## src/rtl/serial_add_ctrl.sv

```systemverilog
// serial_add_ctrl: drives one full-adder cell bit-serially, LSB first, to form a WIDTH-bit add or subtract
module serial_add_ctrl #(
    parameter int WIDTH = 4,
    parameter int CNT_W = 5
) (
    input  logic             clk,
    input  logic             rst_n,
    input  logic             start,
    input  logic             sub,
    input  logic [WIDTH-1:0] A,
    input  logic [WIDTH-1:0] B,
    output logic [WIDTH-1:0] sum,
    output logic             cout,
    output logic             ovf,
    output logic             busy,
    output logic             done
);
    typedef enum logic [1:0] {IDLE, RUN, DONE} state_t;

    state_t           state, state_nx;
    logic [WIDTH-1:0] op_a, op_b;
    logic [CNT_W-1:0] cnt;
    logic             carry, s, c, last;

    // the full-adder cell and MSB-step detect
    always_comb begin
        s    = op_a[0] ^ op_b[0] ^ carry;
        c    = (op_a[0] & op_b[0]) | (op_a[0] & carry) | (op_b[0] & carry);
        last = cnt == CNT_W'(WIDTH - 1);
    end

    // next-state: accept in IDLE, step until the MSB, then one DONE cycle
    always_comb begin
        state_nx = state;
        case (state)
            IDLE:    state_nx = start ? RUN : IDLE;
            RUN:     state_nx = last ? DONE : RUN;
            DONE:    state_nx = IDLE;
            default: state_nx = IDLE;
        endcase
    end

    assign busy = state == RUN;
    assign done = state == DONE;

    // state register
    always_ff @(posedge clk or negedge rst_n) begin
        if (!rst_n) state <= IDLE;
        else        state <= state_nx;
    end

    // datapath: subtraction is A + ~B + 1, with the +1 entering as the initial carry
    always_ff @(posedge clk or negedge rst_n) begin
        if (!rst_n) begin
            op_a  <= '0;
            op_b  <= '0;
            carry <= 1'b0;
            cnt   <= '0;
            sum   <= '0;
            cout  <= 1'b0;
            ovf   <= 1'b0;
        end else if (state == IDLE && start) begin
            op_a  <= A;
            op_b  <= sub ? ~B : B;
            carry <= sub;
            cnt   <= '0;
            sum   <= '0;
        end else if (state == RUN) begin
            sum   <= {s, sum[WIDTH-1:1]};
            op_a  <= op_a >> 1;
            op_b  <= op_b >> 1;
            carry <= c;
            cnt   <= last ? cnt : cnt + 1'b1;
            if (last) begin
                cout <= c;
                ovf  <= carry ^ c;
            end
        end
    end
endmodule

```

## config.mk

```make
export PLATFORM = sky130hd
export DESIGN_NAME = serial_add_ctrl
export DESIGN_NICKNAME = d
export VERILOG_FILES = /design/src/rtl/serial_add_ctrl.sv
export SDC_FILE = /design/constraint.sdc
export NUM_CORES = 1
export LEC_CHECK = 0
export ABC_AREA = 1
export CAP_MARGIN = 0
export CELL_PAD_IN_SITES_DETAIL_PLACEMENT = 0
export CELL_PAD_IN_SITES_GLOBAL_PLACEMENT = 1
export CORE_MARGIN = 3
export CORE_UTILIZATION = 35
export DETAILED_ROUTE_END_ITERATION = 10
export PLACE_DENSITY_LB_ADDON = 0.1
export SLEW_MARGIN = 25
export SYNTH_ARGS = -nofsm -noshare
export SYNTH_HDL_FRONTEND = slang
export SYNTH_SLANG_ARGS = --single-unit
```

## constraint.sdc

```tcl
create_clock -name clk -period 3.95 [get_ports clk]
set_clock_uncertainty 0.05 [all_clocks]
set_input_delay 0.79 -clock clk [delete_from_list [all_inputs] [get_ports clk]]
set_output_delay 0.79 -clock clk [all_outputs]
set_load 0.005 [all_outputs]
```

==> results of run 1 <==
cells by family (layout without fill, tap and decap cells):
kind of cell               after synthesis  count (layout)  synth area share
adders and majority gates                2               2            0.0306
DFF                                     22              22             0.518
buffers and inverters                   15              35            0.0612
AOI/OAI and AO/OA                       10              10            0.0542
and+or+nand+nor                         72              72             0.294
xor gates and xnor gates                 5               5            0.0412
state kept, by name, summed over array words and instances, names as in the netlist:
signal and count:
sum 4, cnt 5, cout 1, ovf 1
op_a 4, op_b 4, carry 1, state 2
cells in the final DEF (no fill, tap or decap), drive strengths merged:
| cell | count |
|---|---|
| nand2 | 50 |
| dfrtp | 22 |
| clkdlybuf4s50 | 18 |
| nand3 | 12 |
| inv | 12 |
| nor2 | 6 |
| o21ai | 5 |
| nand4 | 4 |
| xor2 | 4 |
| clkbuf | 4 |
| o211ai | 2 |
| o22ai | 2 |
| xnor2 | 1 |
| a21oi | 1 |
| fa | 1 |
| ha | 1 |
| buf | 1 |
per-stage QoR:
step | total power [uW] | utilization | worst slack (ns) | area (um^2) | hold slack [ns]
2_1_floorplan | 617 | - | 2.33 | 1060 | 0.392
3_3_place_gp | 746 | 0.449 | 1.63 | 1270 | 0.419
3_5_place_dp | 752 | 0.449 | 1.60 | 1270 | 0.427
4_1_cts | 879 | 0.462 | 1.22 | 1310 | 0.457
5_1_grt | 948 | 0.460 | 1.11 | 1300 | 0.382
6_report | 864 | 0.460 | 1.26 | 1300 | 0.379
cells in the mapped netlist (2+ instances only):
master,n,area share
xor2_1,4,0.033
nand4_1,4,0.024
o211ai_1,2,0.014
nand3_1,12,0.057
dfrtp_1,22,0.52
inv_1,11,0.039
nor2_1,5,0.018
o21ai_0,5,0.024
o22ai_1,2,0.012
nand2_1,48,0.17
per-layer routing:
layer / part of all wire / up-vias
li1: - / 444
met1: 0.50 / 394
met2: 0.45 / 20
met3: 0.052 / 0
met4: 0 / 0
met5: 0 / -
cell type report:
| class | count | area, um^2 |
|---|---|---|
| inverters | 12 | 45.0 |
| repair buffers | 19 | 185 |
| well taps | 31 | 38.8 |
| clock buffers | 4 | 36.3 |
| flip-flops and latches | 22 | 551 |
| fillers | 297 | 1530 |
| multi-input cells | 89 | 447 |
where the power goes:
group / internal (uW) / switching, uW / total [uW]
Clock: 56.3 / 67.8 / 124
Sequential: 308 / 62.1 / 370
Combinational: 155 / 215 / 370
critical path, stage by stage, from the launching register on:
cell	delay (ns)
dfrtp_1	0.39
inv_1	0.08
nand2_1	0.26
inv_2	0.27
clkdlybuf4s50_1	0.54
worst paths after layout:
kind | cells after the start | slack [ns] | to
setup / recovery | 4 | 1.26 | busy
hold reg to reg | 2 | 0.45 | op_a[3]
hold / removal | 1 | 0.38 | sum[0]
min in group clk | 2 | 0.45 | op_a[3]
max in group asynchronous | 1 | 3.12 | carry
setup reg to reg | 5 | 2.33 | sum[0]
==> summary.md, run 1 <==
| Metric | Value |
|---|---|
| Worst setup EP type | `output pin` |
| CP startpoint kind | `flip-flop` |
| # IOs | `20` |
| Detailed Place HPWL | `~1600 um` |
| Asr flop ratio synth | `1.00` |
| Post-synthesis area per instance | `about 8.4 um^2` |
| Syn. warnings | `0` |
| Top_reg_cell synth | `dfrtp_1` |
| Post-route ant nets | `0` |
| Diodes inserted | `0` |
| First-pass GRT wire length | `~3600 um` |
| Fin Setup TNS | `0 ns` |
| #FFs+latches synth | `22` |
| HP Class | `input port to asynchronous set/reset pin` |
| Synthesized cell area | `roughly 0.0011 mm^2` |
| Longest Clk Path Bufs | `2` |
| Layout Cells excl Fill | `177` |
| Fin. Hold Viols | `0` |
| DRT iter0 DRCs | `21` |
| Die Wd | `61.1 um` |
| Port Buffers | `19` |
| Num CTS Buffers | `3` |
| Standard-cell rows | `19` |
| Max_cap viols | `0` |
| Core region area | `0.00283 mm^2` |
| Initial antenna violation count | `0` |
| Via Count | `858` |
| Clock tree from TritonCTS | `built` |
| Peak VDD IR | `about 330 uV` |
| GRT overflow | `0` |
| Final worst path period need | `approximately 2.7 ns` |
| Grt met1 use | `0.172` |
| Reg clk slew, reported paths | `0.12 ns` |
| Post-CTS setup buffers | `0` |
| Status | `finished, final reports clean` |
| Syn nets | `140` |
| Synth cell types | `21` |
| Final net count | `161` |
| Worst-Margin Slew | `between 0.5 and 0.6 ns` |
| Met2 Use GR | `0.205` |
| DIE AREA | `between 0.003 and 0.004 mm^2` |
| Highest clock rate | `~370 MHz` |
| Critical path class | `flip-flop to output pin` |
| Clk sinks | `22` |
| Vias in the first global route | `between 700 and 800` |
| Worst R2R Start | `state[0]` |
| Resized Gates After CTS | `0` |
| Vias per cell | `~4.8` |
| Most Crowded Layer GR | `met2` |
| Share of cells above drive strength 1 | `0.0616` |
| Worst endpoint data arrival time | `about 1.9 ns` |
| Placer's final routability congestion estimate | `0.676` |
| CTS root buffer | `clkbuf_4` |
| # hold bufs at CTS | `0` |
| DR pass1 iterations | `4` |
| Tot GR Track Use | `0.128` |
| Final setup viols | `0` |
| Starting Density | `0.375` |
| Post-synth EDFFs | `0` |
| Area grow syn2layout | `22.6%` |
| Worst slew margin | `0.625` |
| Crit Path Max Fanout | `11` |
| Seq/Total Area, Yosys | `0.518` |
| Required @ worst endpoint | `between 3 and 4 ns` |
| Largest net degree at the start of global routing | `23` |
| P per Cell Area | `664 mW/mm^2` |
| Post-Syn Instances | `about 130` |
| Later-pin clock latency in the skew report | `approximately 0.31 ns` |
| Static Leak | `~0.00064 uW` |
| RSZ-0062 raised after global routing | `false` |
| DRC viols | `0` |
| Setup crit start | `state[1]` |
| Avg WL per Cell | `12.0 um` |
| Placed Cells | `approximately 170` |
| Met3 usage | `0.0440` |
| Slew Viols, Final | `0` |
| Fin crit share | `0.682` |
| Final wirelength | `between 2000 and 2500 um` |
| Die Y | `a little over 60 um` |
| H-tree levels | `1` |
Note: power is estimated with default switching activity, not from simulation.
==> inputs of run 2 (changes only) <==
==> constraint.sdc (replaced) <==
create_clock -name clk -period 2.5 [get_ports clk]
set_clock_uncertainty 0.05 [all_clocks]
set_input_delay 0.5 -clock clk [delete_from_list [all_inputs] [get_ports clk]]
set_output_delay 0.5 -clock clk [all_outputs]
set_load 0.005 [all_outputs]
==> run 2 against run 1 <==
Effect of this change: first-iteration DRC count fell by 9.5%; core utilization rose by 0.71 points; die area did not move; combinational power rose by 64%.
==> summary.md, run 2 (synthesis results as in run 1) <==
| Metric | Value |
|---|---|
| Die Y | `61.1 um (unchanged)` |
| Vias per cell | `4.82 (was 4.85)` |
| Detailed Place HPWL | `1600 um (was 1550 um)` |
| Num CTS Buffers | `3 (unchanged)` |
| Worst setup margin | `0.332 ns (was 1.26 ns)` |
| Resized Gates After CTS | `0 (unchanged)` |
| Status | `finished, final reports clean (unchanged)` |
| Placed Cells | `175 (was 173)` |
| Final wirelength | `2220 um (was 2130 um)` |
| Hold depth | `2` |
| Worst-Margin Slew | `0.582 ns (was 0.560 ns)` |
| DIE AREA | `0.00373 mm^2 (unchanged)` |
| Fillers | `290 (was 297)` |
| Leading cell types in the layout, fill and taps excluded | `48 x nand2_1, 22 x dfrtp_1, 19 x clkdlybuf4s50_1 (was 48 x nand2_1, 22 x dfrtp_1, 18 x clkdlybuf4s50_1)` |
| Final worst path period need | `2.17 ns` |
| Most common cell after layout, fill and taps aside | `nand2_1 (unchanged)` |
| Clk sinks | `22 (unchanged)` |
| Peak VDD IR | `409 uV (was 328 uV)` |
| Share of cells above drive strength 1 | `0.0676 (was 0.0616)` |
| Final setup viols | `0 (unchanged)` |
| DR pass1 iterations | `4 (unchanged)` |
| Max reg flops | `5 (unchanged)` |
| Reg clk slew, reported paths | `0.13 ns (was 0.12 ns)` |
| Crit Path Max Fanout | `10 (was 11)` |
| Placer's final routability congestion estimate | `0.738 (was 0.676)` |
| # hold bufs at CTS | `0 (unchanged)` |
| Via Count | `863 (was 858)` |
| Final net count | `163 (was 161)` |
| Slew Viols, Final | `0 (unchanged)` |
| Pre-CTS WS | `0.566 ns (was 1.60 ns)` |
| Post-CTS setup buffers | `0 (unchanged)` |
| Diodes inserted | `0 (unchanged)` |
| Largest net degree at the start of global routing | `23 (unchanged)` |
| HP Class | `flip-flop to flip-flop (was input port to asynchronous set/reset pin)` |
| Core region area | `0.00283 mm^2 (unchanged)` |
| Port Buffers | `19 (unchanged)` |
| Clock tree from TritonCTS | `built (unchanged)` |
| Worst endpoint data arrival time | `1.62 ns (was 1.85 ns)` |
| Largest reg by FF count | `cnt (unchanged)` |
| Max_cap viols | `0 (unchanged)` |
| Fin Setup TNS | `0 ns (unchanged)` |
| # IOs | `20 (unchanged)` |
| Critical path class | `flip-flop to output pin (unchanged)` |
| Longest Clk Path Bufs | `2 (unchanged)` |
| Worst setup EP type | `output pin (unchanged)` |
| Vias in the first global route | `796 (was 780)` |
| H-tree levels | `1 (unchanged)` |
| Required @ worst endpoint | `1.95 ns (was 3.11 ns)` |
| CP startpoint kind | `flip-flop (unchanged)` |
| Tot GR Track Use | `0.132 (was 0.128)` |
| P per Cell Area | `1050 mW/mm^2 (was 664 mW/mm^2)` |
| Die Wd | `61.1 um (unchanged)` |
| Fin. Hold Viols | `0 (unchanged)` |
| Area grow syn2layout | `24.5% (was 22.6%)` |
| RSZ-0062 raised after global routing | `false (unchanged)` |
| DRT iter0 DRCs | `19 (was 21)` |
| Starting Density | `0.375 (unchanged)` |
| Highest clock rate | `about 460 MHz` |
| Later-pin clock latency in the skew report | `0.31 ns (about the same)` |
| Reg2reg path depth | `7 (was 5)` |
| GRT overflow | `0 (unchanged)` |
| DRC viols | `0 (unchanged)` |
| Static Leak | `0.000650 uW (was 0.000640 uW)` |
| Standard-cell rows | `19 (unchanged)` |
| CTS root buffer | `clkbuf_4 (unchanged)` |
| Initial antenna violation count | `0 (unchanged)` |
| Worst slew margin | `0.610 (was 0.625)` |
| Avg WL per Cell | `12.4 um (was 12.0 um)` |
| Min Hold Slack | `0.444 ns (was 0.379 ns)` |
| Fin crit share | `0.867` |
| Post-route ant nets | `0 (unchanged)` |
| First-pass GRT wire length | `3550 um (about the same)` |
| Layout Cells excl Fill | `179 (was 177)` |
==> run 2: layout make-up <==
class,count,area (um^2),share of cell area
flip-flops and latches,22,551,0.416
inverters,12,45.0,0.0341
clock buffers,4,36.3,0.0274
well taps,31,38.8,0.0293
repair buffers,21,205,0.155
multi-input cells,89,447,0.338
==> run 2: final timing paths <==
check	from	end	slack, ns
setup / recovery	state[1]	busy	0.33
hold / removal	op_a[3]	op_a[3]	0.44
setup reg to reg	state[1]	op_b[3]	1.01
hold reg to reg	op_a[3]	op_a[3]	0.44
max in group asynchronous	rst_n	op_a[2]	1.70
min in group asynchronous	rst_n	state[1]	0.47
==> run 2: worst max-delay path: stages, from the launching register on <==
cell             delay (ns)
dfrtp_1                0.40
inv_1                  0.09
nand2_1                0.08
inv_2                  0.18
clkdlybuf4s50_1        0.55
==> run 2: metrics by stage <==
| stage | util | area, um^2 | total power, uW |
|---|---|---|---|
| 2_1_floorplan | - | 1060 | 974 |
| 3_3_place_gp | 0.455 | 1290 | 1200 |
| 3_5_place_dp | 0.455 | 1290 | 1210 |
| 4_1_cts | 0.467 | 1320 | 1420 |
| 5_1_grt | 0.467 | 1320 | 1520 |
| 6_report | 0.467 | 1320 | 1390 |
==> run 2: metal layers <==
layer / track usage / wire, um
met5: 0 / 0
met4: 0.0557 / 12
met3: 0.0252 / 94
met2: 0.207 / 1010
met1: 0.179 / 1100
==> run 2: power by group <==
group	total, uW	switching [uW]	internal [uW]
Sequential	583	96.7	487
Clock	200	111	88.9
Combinational	608	348	260
Total	1390	556	835
==> inputs of run 3 (changes only) <==
--- a/config.mk
+++ b/config.mk
@@ -11,6 +11,7 @@
 export CELL_PAD_IN_SITES_GLOBAL_PLACEMENT = 1
 export CORE_MARGIN = 3
 export CORE_UTILIZATION = 35
+export CTS_CLUSTER_SIZE = 30
 export DETAILED_ROUTE_END_ITERATION = 10
 export PLACE_DENSITY_LB_ADDON = 0.1
 export SLEW_MARGIN = 25
==> results of run 3 <==
No change in the layout: final DEF, timing and power equal those of run 2.
